## config.mk

```make
export PLATFORM = sky130hd
export DESIGN_NAME = score_ctrl
export DESIGN_NICKNAME = d
export VERILOG_FILES = /design/src/rtl/score_pkg.sv /design/src/rtl/bcd_digit_add.sv /design/src/rtl/score_ctrl.sv
export SDC_FILE = /design/constraint.sdc
export NUM_CORES = 1
export LEC_CHECK = 0
export ABC_AREA = 1
export CAP_MARGIN = 20
export CORE_ASPECT_RATIO = 0.5
export CORE_MARGIN = 3
export CORE_UTILIZATION = 29
export DETAILED_ROUTE_END_ITERATION = 6
export PLACE_DENSITY = 0.51
export SYNTH_ARGS = -nofsm -noshare
export SYNTH_HDL_FRONTEND = slang
export SYNTH_SLANG_ARGS = --single-unit
```

## constraint.sdc

```tcl
create_clock -name clk -period 6.3 [get_ports clk]
set_input_delay 1.575 -clock clk [delete_from_list [all_inputs] [get_ports clk]]
set_output_delay 1.575 -clock clk [all_outputs]
set_load 0.05 [all_outputs]
```

## src/rtl/score_pkg.sv

```systemverilog
// score_pkg: FSM state encoding and BCD constants shared by the score controller
package score_pkg;
  typedef enum logic [2:0] {IDLE, ADD0, ADD1, ADD2, ADD3, CMP} state_t;
  localparam logic [3:0] BCD_MAX = 4'd9;
  localparam int DIGITS = 4;
  localparam logic [15:0] SCORE_MAX = 16'h9999;
endpackage

```

## src/rtl/bcd_digit_add.sv

```systemverilog
// bcd_digit_add: single BCD digit plus operand, returning the wrapped digit and carry
module bcd_digit_add
  import score_pkg::*;
(
  input  logic [3:0] a,
  input  logic [3:0] b,
  output logic [3:0] s,
  output logic       co
);
  logic [4:0] sum;
  assign sum = {1'b0, a} + {1'b0, b};
  assign co = sum > {1'b0, BCD_MAX};
  assign s = co ? 4'(sum - 5'd10) : sum[3:0];
endmodule

```

## src/rtl/score_ctrl.sv

```systemverilog
// score_ctrl: round-robin score-event arbiter feeding a digit-serial BCD accumulator with high-score tracking
module score_ctrl #(
  parameter int NREQ = 4,
  parameter int DIGITS = 4
) (
  input  logic                  clk,
  input  logic                  reset,
  input  logic [NREQ-1:0]       req,
  input  logic [4*NREQ-1:0]     pts,
  input  logic                  clr,
  input  logic                  show_high,
  output logic [NREQ-1:0]       ack,
  output logic [4*DIGITS-1:0]   score,
  output logic [4*DIGITS-1:0]   high,
  output logic [4*DIGITS-1:0]   disp,
  output logic                  busy,
  output logic                  sat
);
  import score_pkg::*;
  localparam int IW = NREQ > 1 ? $clog2(NREQ) : 1;
  state_t state_q, state_d;
  logic [NREQ-1:0] ack_q, ack_d;
  logic [4*DIGITS-1:0] score_q, score_d, high_q, high_d;
  logic sat_q, sat_d, clr_pend_q, clr_pend_d, carry_q, carry_d;
  logic [IW-1:0] last_q, last_d, gnt_idx;
  logic gnt_ok;
  logic [3:0] op_q, op_d, pts_sel, dig_in, dig_opnd, dig_sum;
  logic dig_co;
  logic [1:0] dig_sel;
  always_comb begin
    gnt_ok = 1'b0;
    gnt_idx = '0;
    for (int i = NREQ; i >= 1; i--) begin
      if (req[(int'(last_q) + i) % NREQ]) begin
        gnt_ok = 1'b1;
        gnt_idx = IW'((int'(last_q) + i) % NREQ);
      end
    end
  end
  assign pts_sel = pts[{gnt_idx, 2'b00} +: 4];
  assign dig_sel = 2'(state_q - ADD0);
  assign dig_in = score_q[{dig_sel, 2'b00} +: 4];
  assign dig_opnd = state_q == ADD0 ? op_q : {3'b000, carry_q};
  bcd_digit_add u_add (.a(dig_in), .b(dig_opnd), .s(dig_sum), .co(dig_co));
  always_comb begin
    state_d = state_q;
    ack_d = '0;
    score_d = score_q;
    high_d = high_q;
    sat_d = sat_q;
    clr_pend_d = clr_pend_q | clr;
    carry_d = carry_q;
    last_d = last_q;
    op_d = op_q;
    case (state_q)
      IDLE: begin
        if (clr_pend_q || clr) begin
          score_d = '0;
          sat_d = 1'b0;
          clr_pend_d = 1'b0;
        end else if (gnt_ok) begin
          state_d = ADD0;
          ack_d[gnt_idx] = 1'b1;
          last_d = gnt_idx;
          op_d = pts_sel > BCD_MAX ? BCD_MAX : pts_sel;
        end
      end
      ADD0, ADD1, ADD2, ADD3: begin
        if (!sat_q) score_d[{dig_sel, 2'b00} +: 4] = dig_sum;
        carry_d = dig_co;
        state_d = state_q == ADD3 ? CMP : state_t'(state_q + 3'd1);
        // a carry out of the top digit pins the score at its ceiling
        if (state_q == ADD3 && dig_co && !sat_q) begin
          score_d = SCORE_MAX;
          sat_d = 1'b1;
        end
      end
      CMP: begin
        high_d = score_q > high_q ? score_q : high_q;
        carry_d = 1'b0;
        state_d = IDLE;
      end
      default: state_d = IDLE;
    endcase
  end
  always_ff @(posedge clk) begin
    if (reset) begin
      state_q <= IDLE;
      ack_q <= '0;
      score_q <= '0;
      high_q <= '0;
      sat_q <= 1'b0;
      clr_pend_q <= 1'b0;
      carry_q <= 1'b0;
      last_q <= IW'(NREQ - 1);
      op_q <= '0;
    end else begin
      state_q <= state_d;
      ack_q <= ack_d;
      score_q <= score_d;
      high_q <= high_d;
      sat_q <= sat_d;
      clr_pend_q <= clr_pend_d;
      carry_q <= carry_d;
      last_q <= last_d;
      op_q <= op_d;
    end
  end
  assign ack = ack_q;
  assign score = score_q;
  assign high = high_q;
  assign sat = sat_q;
  assign busy = state_q != IDLE;
  assign disp = show_high ? high_q : score_q;
endmodule

```

==> impl_metrics.json, run 1 <==
{
  "maxCapViolCount": 0,
  "clockBufferDepth": 2,
  "final_cells": 777,
  "power_density_mw_per_mm2": 423,
  "startpoint": "show_high",
  "criticalPathCategory": "input pin to primary output",
  "setup-tns-final_ns": 0,
  "syn-num-nets": 605,
  "first_pass_iters": 4,
  "ys_top_cells_by_area": "dfxtp_1, nand2_1, ha_1",
  "hpwlAfterDp_microns": 7880,
  "use_met3": 0.0345,
  "power.share.combinational": 0.634,
  "crit_fanout": 32,
  "viasPerCell": 4.57,
  "ir_drop_mv": 0.193,
  "r2r_setup_slack_ns": 2.08,
  "whs_ns": 0.471,
  "antenna_found_initial": 0,
  "post_cts_buffers": 0,
  "async_flop_share": 0,
  "min_period_ns": 5.34,
  "endpoint_kind": "primary output",
  "critPathLaunchType": "input pin",
  "grt_pass1_vias": 3294,
  "num_io_pins": 78,
  "status": "finished clean",
  "intPower_mw": 0.922,
  "gr-total-overflow": 0,
  "drt-total-wl_microns": 10100,
  "drv_slew": 0,
  "regArea_sq_um": 961,
  "endpoint": "disp[3]",
  "yosysMostFrequentCell": "nand2_1",
  "vias": 3549,
  "yosys-top-cells-count": "nand2_1, nor2_1, inv_1, dfxtp_1",
  "leakage_nw": 1.95,
  "cts_resized": 0,
  "synth_warnings": 0,
  "synth_edf_count": 0,
  "ys_seq_area_frac": 0.269,
  "layout-drive-gt1-share": 0.0631,
  "power.share.sequential": 0.206,
  "dieHeight_microns": 84.5,
  "multi_input_area_sq_mm": 0.00220,
  "holdBufCountCts": 0,
  "hold_path_class": "register to register",
  "cts.htree.levels": 2,
  "die-area_sq_mm": 0.0138,
  "yosys.area.top_type_share": 0.269,
  "grt_use_met2": 0.220,
  "cts_tree": "done",
  "clock_sink_count": 48,
  "routedWlPerCell_microns": 13.0,
  "power_switching_share": 0.526,
  "pwr-share-clk": 0.160,
  "clk_latency_ns": 0.30,
  "critPathArrivalTime_ns": 3.77,
  "post-place-cells": 769,
  "grt_pass1_wl_microns": 16800,
  "grt_usage": 0.150,
  "setup_violations": 0,
  "max_freq_mhz": 187,
  "ys_types": 41,
  "r2r_cells": 21,
  "drt_iter0_markers": 172,
  "p_switching_mw": 1.02,
  "met1_usage": 0.218,
  "cts_buffers": 5,
  "ys_seq_elements": 48,
  "synth_area_sq_mm": 0.00358,
  "grt_max_degree": 33,
  "cts_root_buf": "clkbuf_16",
  "core-area_sq_mm": 0.0115,
  "postRouteAntennaNets": 0,
  "hold_start": "op_q[2]$_SDFFE_PP0P_",
  "timing.rr.end": "score[13]$_SDFFE_PP0P_",
  "syn-instance-count": 551,
  "io_buffers": 77,
  "start_util": 0.311,
  "route.detailed.drc": 0,
  "synth.avg_cell_area_sq_um": 6.49,
  "slew-limit-headroom": 0.344,
  "worstReg2RegStart": "state_q[0]$_SDFFE_PP0P_",
  "layout-area-overhead-vs-synth_pct": 28.6,
  "die_w_microns": 163,
  "timing.final.crit_share": 0.848,
  "clkSlewWorstSetupHoldPaths_ns": 0.06,
  "rsz0062_at_grt": "no",
  "skew_ns": 0.0104,
  "nets": 671,
  "diodes": 0,
  "synth_top_cell_by_area": "dfxtp_1",
  "n_fill_cell": 1231,
  "hold_violations": 0,
  "place_congestion": 0.820,
  "top_usage_layer": "met2",
  "tightest_slew_ns": 0.981,
  "cp.required_ns": 4.72,
  "yosys_most_used_dff": "dfxtp_1",
  "num_rows": 27
}
[area by class of cell]
type / count / share of cell area
Inverter: 78 / 0.0653
Clock buffer: 5 / 0.0272
Multi-Input combinational cell: 407 / 0.479
Tap cell: 159 / 0.0433
Clock inverter: 3 / 0.00925
Timing Repair Buffer: 77 / 0.168
Sequential cell: 48 / 0.209
[per-layer routing]
layer  vias to the layer above  wire length, microns
met5                         -                     0
met4                         0                   103
met3                         7                   470
met2                        63                  4050
met1                      1565                  5510
li1                       1914                     -
[worst max-delay path, cell delays in order]
cell             delay [ns]
clkdlybuf4s50_1        1.12
nand2_1                0.12
o21ai_0                0.10
clkdlybuf4s50_1        0.84
[cell usage in the layout (no fill, tap or decap), drive strengths merged, types with 2 or more instances in the layout]
cell type / Yosys / routed
a211oi: 2 / 2
a21oi: 43 / 43
a31oi: 2 / 2
clkbuf: 10 / 5
clkdlybuf4s50: 0 / 77
dfxtp: 48 / 48
ha: 29 / 29
inv: 78 / 78
nand2: 148 / 148
nand3: 28 / 28
nand4: 10 / 10
nor2: 75 / 75
nor3: 7 / 7
o2111ai: 2 / 2
o211ai: 2 / 2
o21ai: 46 / 46
o221ai: 4 / 4
or2: 2 / 2
[power groups by stage]
| stage | registers (mW) | clock network, mW | logic [mW] |
|---|---|---|---|
| after floorplan | 0.452 | 0 | 0.927 |
| after global placement | 0.408 | 0 | 1.23 |
| after detailed placement | 0.407 | 0 | 1.23 |
| after CTS | 0.401 | 0.321 | 1.24 |
| after global routing | 0.408 | 0.330 | 1.41 |
| final | 0.400 | 0.312 | 1.23 |
[per-stage QoR]
stage                     utilization  power, mW  setup WS, ns  cell area, sq um
after detailed placement        0.386       1.64         0.923              4430
after global placement          0.386       1.64         0.979              4430
after floorplan                     -       1.38          1.86              3580
final                           0.400       1.94         0.959              4600
after global routing            0.400       2.14         0.720              4600
after CTS                       0.400       1.96         0.920              4600
[logic make-up after synthesis]
kind of cell | Yosys count | share of synthesized area
and+or+nand+nor | 273 | 0.347
AOI/OAI and AO/OA | 103 | 0.159
xor gates and xnor gates | 1 | 0.00245
buffers and inverters | 96 | 0.116
adders and majority gates | 30 | 0.107
DFF | 48 | 0.269
[state kept, by name, indices dropped and copies added, names as in the netlist]
| register | flops |
|---|---|
| ack | 4 |
| carry_q | 1 |
| clr_pend_q | 1 |
| op_q | 4 |
| score | 16 |
| last_q | 2 |
| sat | 1 |
| state_q | 3 |
| high | 16 |
[worst min-delay path by stage]
stage,end,slack (ns),depth (start not counted)
final,op_q[2]$_SDFFE_PP0P_,0.47,2
after global routing,op_q[2]$_SDFFE_PP0P_,0.50,2
after CTS,op_q[2]$_SDFFE_PP0P_,0.47,2
after detailed placement,op_q[2]$_SDFFE_PP0P_,0.46,2
after global placement,op_q[1]$_SDFFE_PP0P_,0.46,2
after floorplan,op_q[2]$_SDFFE_PP0P_,0.45,2
No activity file was read; power rests on OpenSTA's default activity.
==> inputs of run 2 (changes only) <==
PLACE_DENSITY = 0.52   (was 0.51)
clock period = 4.9 ns   (was 6.3 ns; I/O delays follow)
==> impl_metrics.json, run 2 (same netlist as run 1, synthesis figures left out) <==
{
  "die-area_sq_mm": 0.0138,
  "final_common_cell": "nand2_1",
  "criticalPathCategory": "register to register",
  "ir_drop_mv": 0.215,
  "cts_root_buf": "clkbuf_16",
  "setup-tns-final_ns": 0,
  "grt_pass1_vias": 3310,
  "max_freq_mhz": 260,
  "setup_violations": 0,
  "start_util": 0.311,
  "io_buffers": 77,
  "wl_met1_microns": 5600,
  "n_fill_cell": 1234,
  "holdBufCountCts": 0,
  "skew_ns": 0.00723,
  "hpwlAfterDp_microns": 8150,
  "routed-wl-met3_microns": 666,
  "mostFrequentLayoutCells": "nand2_1, nor2_1, inv_1",
  "maxCapViolCount": 0,
  "critPathLaunchType": "register",
  "status": "finished clean",
  "power_density_mw_per_mm2": 539,
  "drt-total-wl_microns": 10300,
  "nets": 674,
  "timing.final.crit_share": 0.786,
  "top_layer": "met4",
  "dieHeight_microns": 84.5,
  "hold_violations": 0,
  "grt_pass1_wl_microns": 17000,
  "tightest_slew_ns": 0.827,
  "num_rows": 27,
  "fin_util": 0.397,
  "startpoint": "state_q[0]$_SDFFE_PP0P_",
  "drv_slew": 0,
  "clock_sink_count": 48,
  "post_cts_buffers": 0,
  "core-area_sq_mm": 0.0115,
  "num_io_pins": 78,
  "drt_iter0_markers": 205,
  "min_period_ns": 3.85,
  "cp.required_ns": 5.08,
  "grt_usage": 0.153,
  "route.detailed.drc": 0,
  "postRouteAntennaNets": 0,
  "met2_length_microns": 3910,
  "routedWlPerCell_microns": 13.2,
  "crit_fanout": 14,
  "leakage_nw": 1.99,
  "worstReg2RegStart": "state_q[0]$_SDFFE_PP0P_",
  "slew-limit-headroom": 0.448,
  "layout-drive-gt1-share": 0.0919,
  "cts_buffers": 5,
  "hold_path_class": "register to register",
  "clkSlewWorstSetupHoldPaths_ns": 0.07,
  "viasPerCell": 4.56,
  "critPathArrivalTime_ns": 4.04,
  "rsz0062_at_grt": "no",
  "gr-total-overflow": 0,
  "first_pass_iters": 4,
  "place_congestion": 0.912,
  "cts_resized": 0,
  "cts_tree": "done",
  "layout-area-overhead-vs-synth_pct": 27.6,
  "vias": 3554,
  "antenna_found_initial": 0,
  "clk_latency_ns": 0.29,
  "die_w_microns": 163,
  "p_total_mw": 2.46,
  "cts.htree.levels": 2,
  "endpoint_kind": "register",
  "clockBufferDepth": 2,
  "hold_start": "op_q[2]$_SDFFE_PP0P_",
  "diodes": 0,
  "grt_max_degree": 33
}
-- run 2: worst paths after layout --
kind,to,slack (ns),cells after the start
max,score[14]$_SDFFE_PP0P_,1.05,21
max reg2reg,score[14]$_SDFFE_PP0P_,1.05,21
min reg2reg,op_q[2]$_SDFFE_PP0P_,0.46,2
min,op_q[2]$_SDFFE_PP0P_,0.46,2
-- run 2: through the flow --
stage                     area [sq um]  cells  setup WS (ns)  hold slack, ns
after floorplan                   3580    551           1.16           0.445
after global placement            4410    772           1.21           0.457
after detailed placement          4410    772           1.07           0.463
after CTS                         4560    779           1.06           0.472
after global routing              4560    779          0.533           0.491
final                             4560    779           1.05           0.464
-- run 2: per-layer routing --
metal  vias up  GRT usage
met5         -          0
met4         0     0.0284
met3         4     0.0384
met2        84      0.213
met1      1552      0.234
li1       1914          -
-- run 2: layout make-up --
type                            instances  area (sq um)  area share
Timing Repair Buffer                   80           753       0.165
Sequential cell                        48           961       0.211
Inverter                               78           300      0.0658
Tap cell                              159           199      0.0436
Multi-Input combinational cell        407          2200       0.482
Clock inverter                          1          8.76     0.00192
Clock buffer                            6           139      0.0304
-- run 2: power breakdown --
part | internal, mW | switching (mW)
combinational | 0.506 | 1.09
clock | 0.201 | 0.149
sequential | 0.449 | 0.0647
total | 1.16 | 1.30
-- run 2: critical path, cell delays in order (launching register included) --
cell and delay, ns:
dfxtp_1 0.45, inv_1 0.24, ha_1 0.49, inv_1 0.08
nor2_1 0.09, inv_1 0.09, o221ai_1 0.16, ha_1 0.20
inv_1 0.06, fa_1 0.38, or2_4 0.28, nand2_4 0.07
nand2_2 0.05, inv_2 0.04, or2_1 0.25, nand2_4 0.11
nand2_4 0.18, nand3_1 0.10, nand2_1 0.15, inv_2 0.08
o21ai_1 0.11, nor2_1 0.05
==> inputs of run 3 (changes only) <==
PLACE_DENSITY = 0.51   (was 0.52)
clock period = 4 ns   (was 4.9 ns; I/O delays follow)
==> impl_metrics.json, run 3 (same netlist as run 1, synthesis figures left out) <==
{
  "hold_violations": 0,
  "die-area_sq_mm": 0.0138,
  "worstReg2RegStart": "state_q[0]$_SDFFE_PP0P_",
  "vias": 3557,
  "hold_path_class": "register to register",
  "nets": 676,
  "place_congestion": 0.886,
  "cts_buffers": 5,
  "endpoint_kind": "register",
  "placed_area_sq_mm": 0.00463,
  "max_freq_mhz": 275,
  "cts_root_buf": "clkbuf_16",
  "num_io_pins": 78,
  "dieHeight_microns": 84.5,
  "r2r_setup_slack_ns": 0.36,
  "routedWlPerCell_microns": 13.0,
  "drt_iter0_markers": 158,
  "r2r_cells": 21,
  "routed-wl-met3_microns": 840,
  "setup_violations": 0,
  "timing.final.crit_share": 0.911,
  "tightest_slew_ns": 0.824,
  "start_util": 0.311,
  "io_buffers": 77,
  "power.share.combinational": 0.635,
  "holdPathStages": 2,
  "critPathLaunchType": "register",
  "first_pass_iters": 4,
  "maxCapViolCount": 0,
  "ir_drop_mv": 0.268,
  "cts_tree": "done",
  "power_density_mw_per_mm2": 651,
  "grt_usage": 0.152,
  "min_period_ns": 3.64,
  "mostFrequentLayoutCells": "nand2_1, nor2_1, inv_1",
  "skew_ns": 0.00806,
  "clkSlewWorstSetupHoldPaths_ns": 0.07,
  "cp.required_ns": 4.19,
  "grt_pass1_vias": 3298,
  "route.detailed.drc": 0,
  "criticalPathCategory": "register to register",
  "clk_latency_ns": 0.30,
  "cts.htree.levels": 2,
  "met2_length_microns": 3750,
  "hold_start": "op_q[1]$_SDFFE_PP0P_",
  "grt_pass1_wl_microns": 17100,
  "antenna_found_initial": 0,
  "whs_ns": 0.469,
  "setup-tns-final_ns": 0,
  "gr-total-overflow": 0,
  "grt_max_degree": 33,
  "diodes": 0,
  "critPathArrivalTime_ns": 3.83,
  "intPower_mw": 1.52,
  "regArea_sq_um": 961,
  "p_switching_mw": 1.61,
  "multi_input_area_sq_mm": 0.00220,
  "n_fill_cell": 1223,
  "leakage_nw": 2.06,
  "timing.rr.end": "score[14]$_SDFFE_PP0P_",
  "worstHoldEndpoint": "op_q[1]$_SDFFE_PP0P_",
  "die_w_microns": 163,
  "num_rows": 27,
  "rsz0062_at_grt": "no",
  "power_switching_share": 0.513,
  "fin_area_sq_mm": 0.00481,
  "drt-total-wl_microns": 10200,
  "clockBufferDepth": 2,
  "core-area_sq_mm": 0.0115,
  "viasPerCell": 4.55,
  "pwr-share-clk": 0.164,
  "top_layer": "met4",
  "final_common_cell": "nand2_1",
  "status": "finished clean",
  "wl_met1_microns": 5480,
  "layout-drive-gt1-share": 0.0979,
  "power.share.sequential": 0.201,
  "clock_sink_count": 48,
  "crit_fanout": 13,
  "slew-limit-headroom": 0.450,
  "drv_slew": 0,
  "holdBufCountCts": 0,
  "postRouteAntennaNets": 0,
  "layout-area-overhead-vs-synth_pct": 34.5,
  "hpwlAfterDp_microns": 8080
}
run 3: cell count changes in the layout (fill, tap and decap cells not counted), sizes merged:
| cell | change |
|---|---|
| buf | +2 |
| bufinv | +1 |
run 3: per-layer routing:
| metal | vias up | track usage |
|---|---|---|
| li1 | 1926 | - |
| met1 | 1517 | 0.236 |
| met2 | 104 | 0.205 |
| met3 | 10 | 0.0370 |
| met4 | 0 | 0.0376 |
| met5 | - | 0 |
run 3: layout make-up:
type / count / area share
Tap cell: 159 / 0.0414
Inverter: 78 / 0.0624
Timing Repair Buffer: 82 / 0.201
Clock buffer: 6 / 0.0289
Multi-Input combinational cell: 407 / 0.458
Clock inverter: 2 / 0.00806
Sequential cell: 48 / 0.200
run 3: critical path, stage by stage, from the launching register on:
cell,delay [ns]
dfxtp_1,0.46
inv_1,0.10
ha_2,0.40
inv_1,0.07
nor2_1,0.08
inv_1,0.10
o221ai_1,0.19
ha_1,0.21
inv_1,0.06
fa_1,0.37
or2_4,0.27
nand2_4,0.07
nand2_2,0.05
inv_2,0.05
or2_1,0.25
nand2_4,0.12
nand2_4,0.18
nand3_1,0.10
nand2_1,0.15
inv_2,0.08
o21ai_1,0.11
nor2_1,0.05
run 3: power groups by stage:
stage	logic, mW	clock network, mW	registers (mW)
6_report	1.99	0.512	0.630
4_1_cts	1.99	0.524	0.630
2_1_floorplan	1.46	0	0.712
5_1_grt	2.25	0.542	0.640
3_3_place_gp	2.00	0	0.640
3_5_place_dp	1.98	0	0.640
run 3: how the worst max path moves through the flow:
stage / startpoint / end / depth (start not counted)
finish: state_q[0]$_SDFFE_PP0P_ / score[14]$_SDFFE_PP0P_ / 21
global placement: state_q[0]$_SDFFE_PP0P_ / score[13]$_SDFFE_PP0P_ / 21
detailed placement: state_q[0]$_SDFFE_PP0P_ / score[14]$_SDFFE_PP0P_ / 21
CTS: state_q[0]$_SDFFE_PP0P_ / score[14]$_SDFFE_PP0P_ / 21
global route: state_q[0]$_SDFFE_PP0P_ / score[9]$_SDFFE_PP0P_ / 22
floorplan: state_q[0]$_SDFFE_PP0P_ / score[1]$_SDFFE_PP0P_ / 25
run 3: through the flow:
stage	utilization	power, mW	std cells	setup WS [ns]
final	0.419	3.13	782	0.358
after global routing	0.419	3.43	782	0.0278
after CTS	0.419	3.14	782	0.330
after detailed placement	0.403	2.62	774	0.345
after global placement	0.403	2.64	774	0.497
after floorplan	-	2.17	551	0.447
run 3: timing repair:
action                                  4_1_cts  5_1_grt
endpoints found under the hold margin         0        0
endpoints found under the setup margin        0        4
resized for setup                             0        1
buffers inserted                              0        0
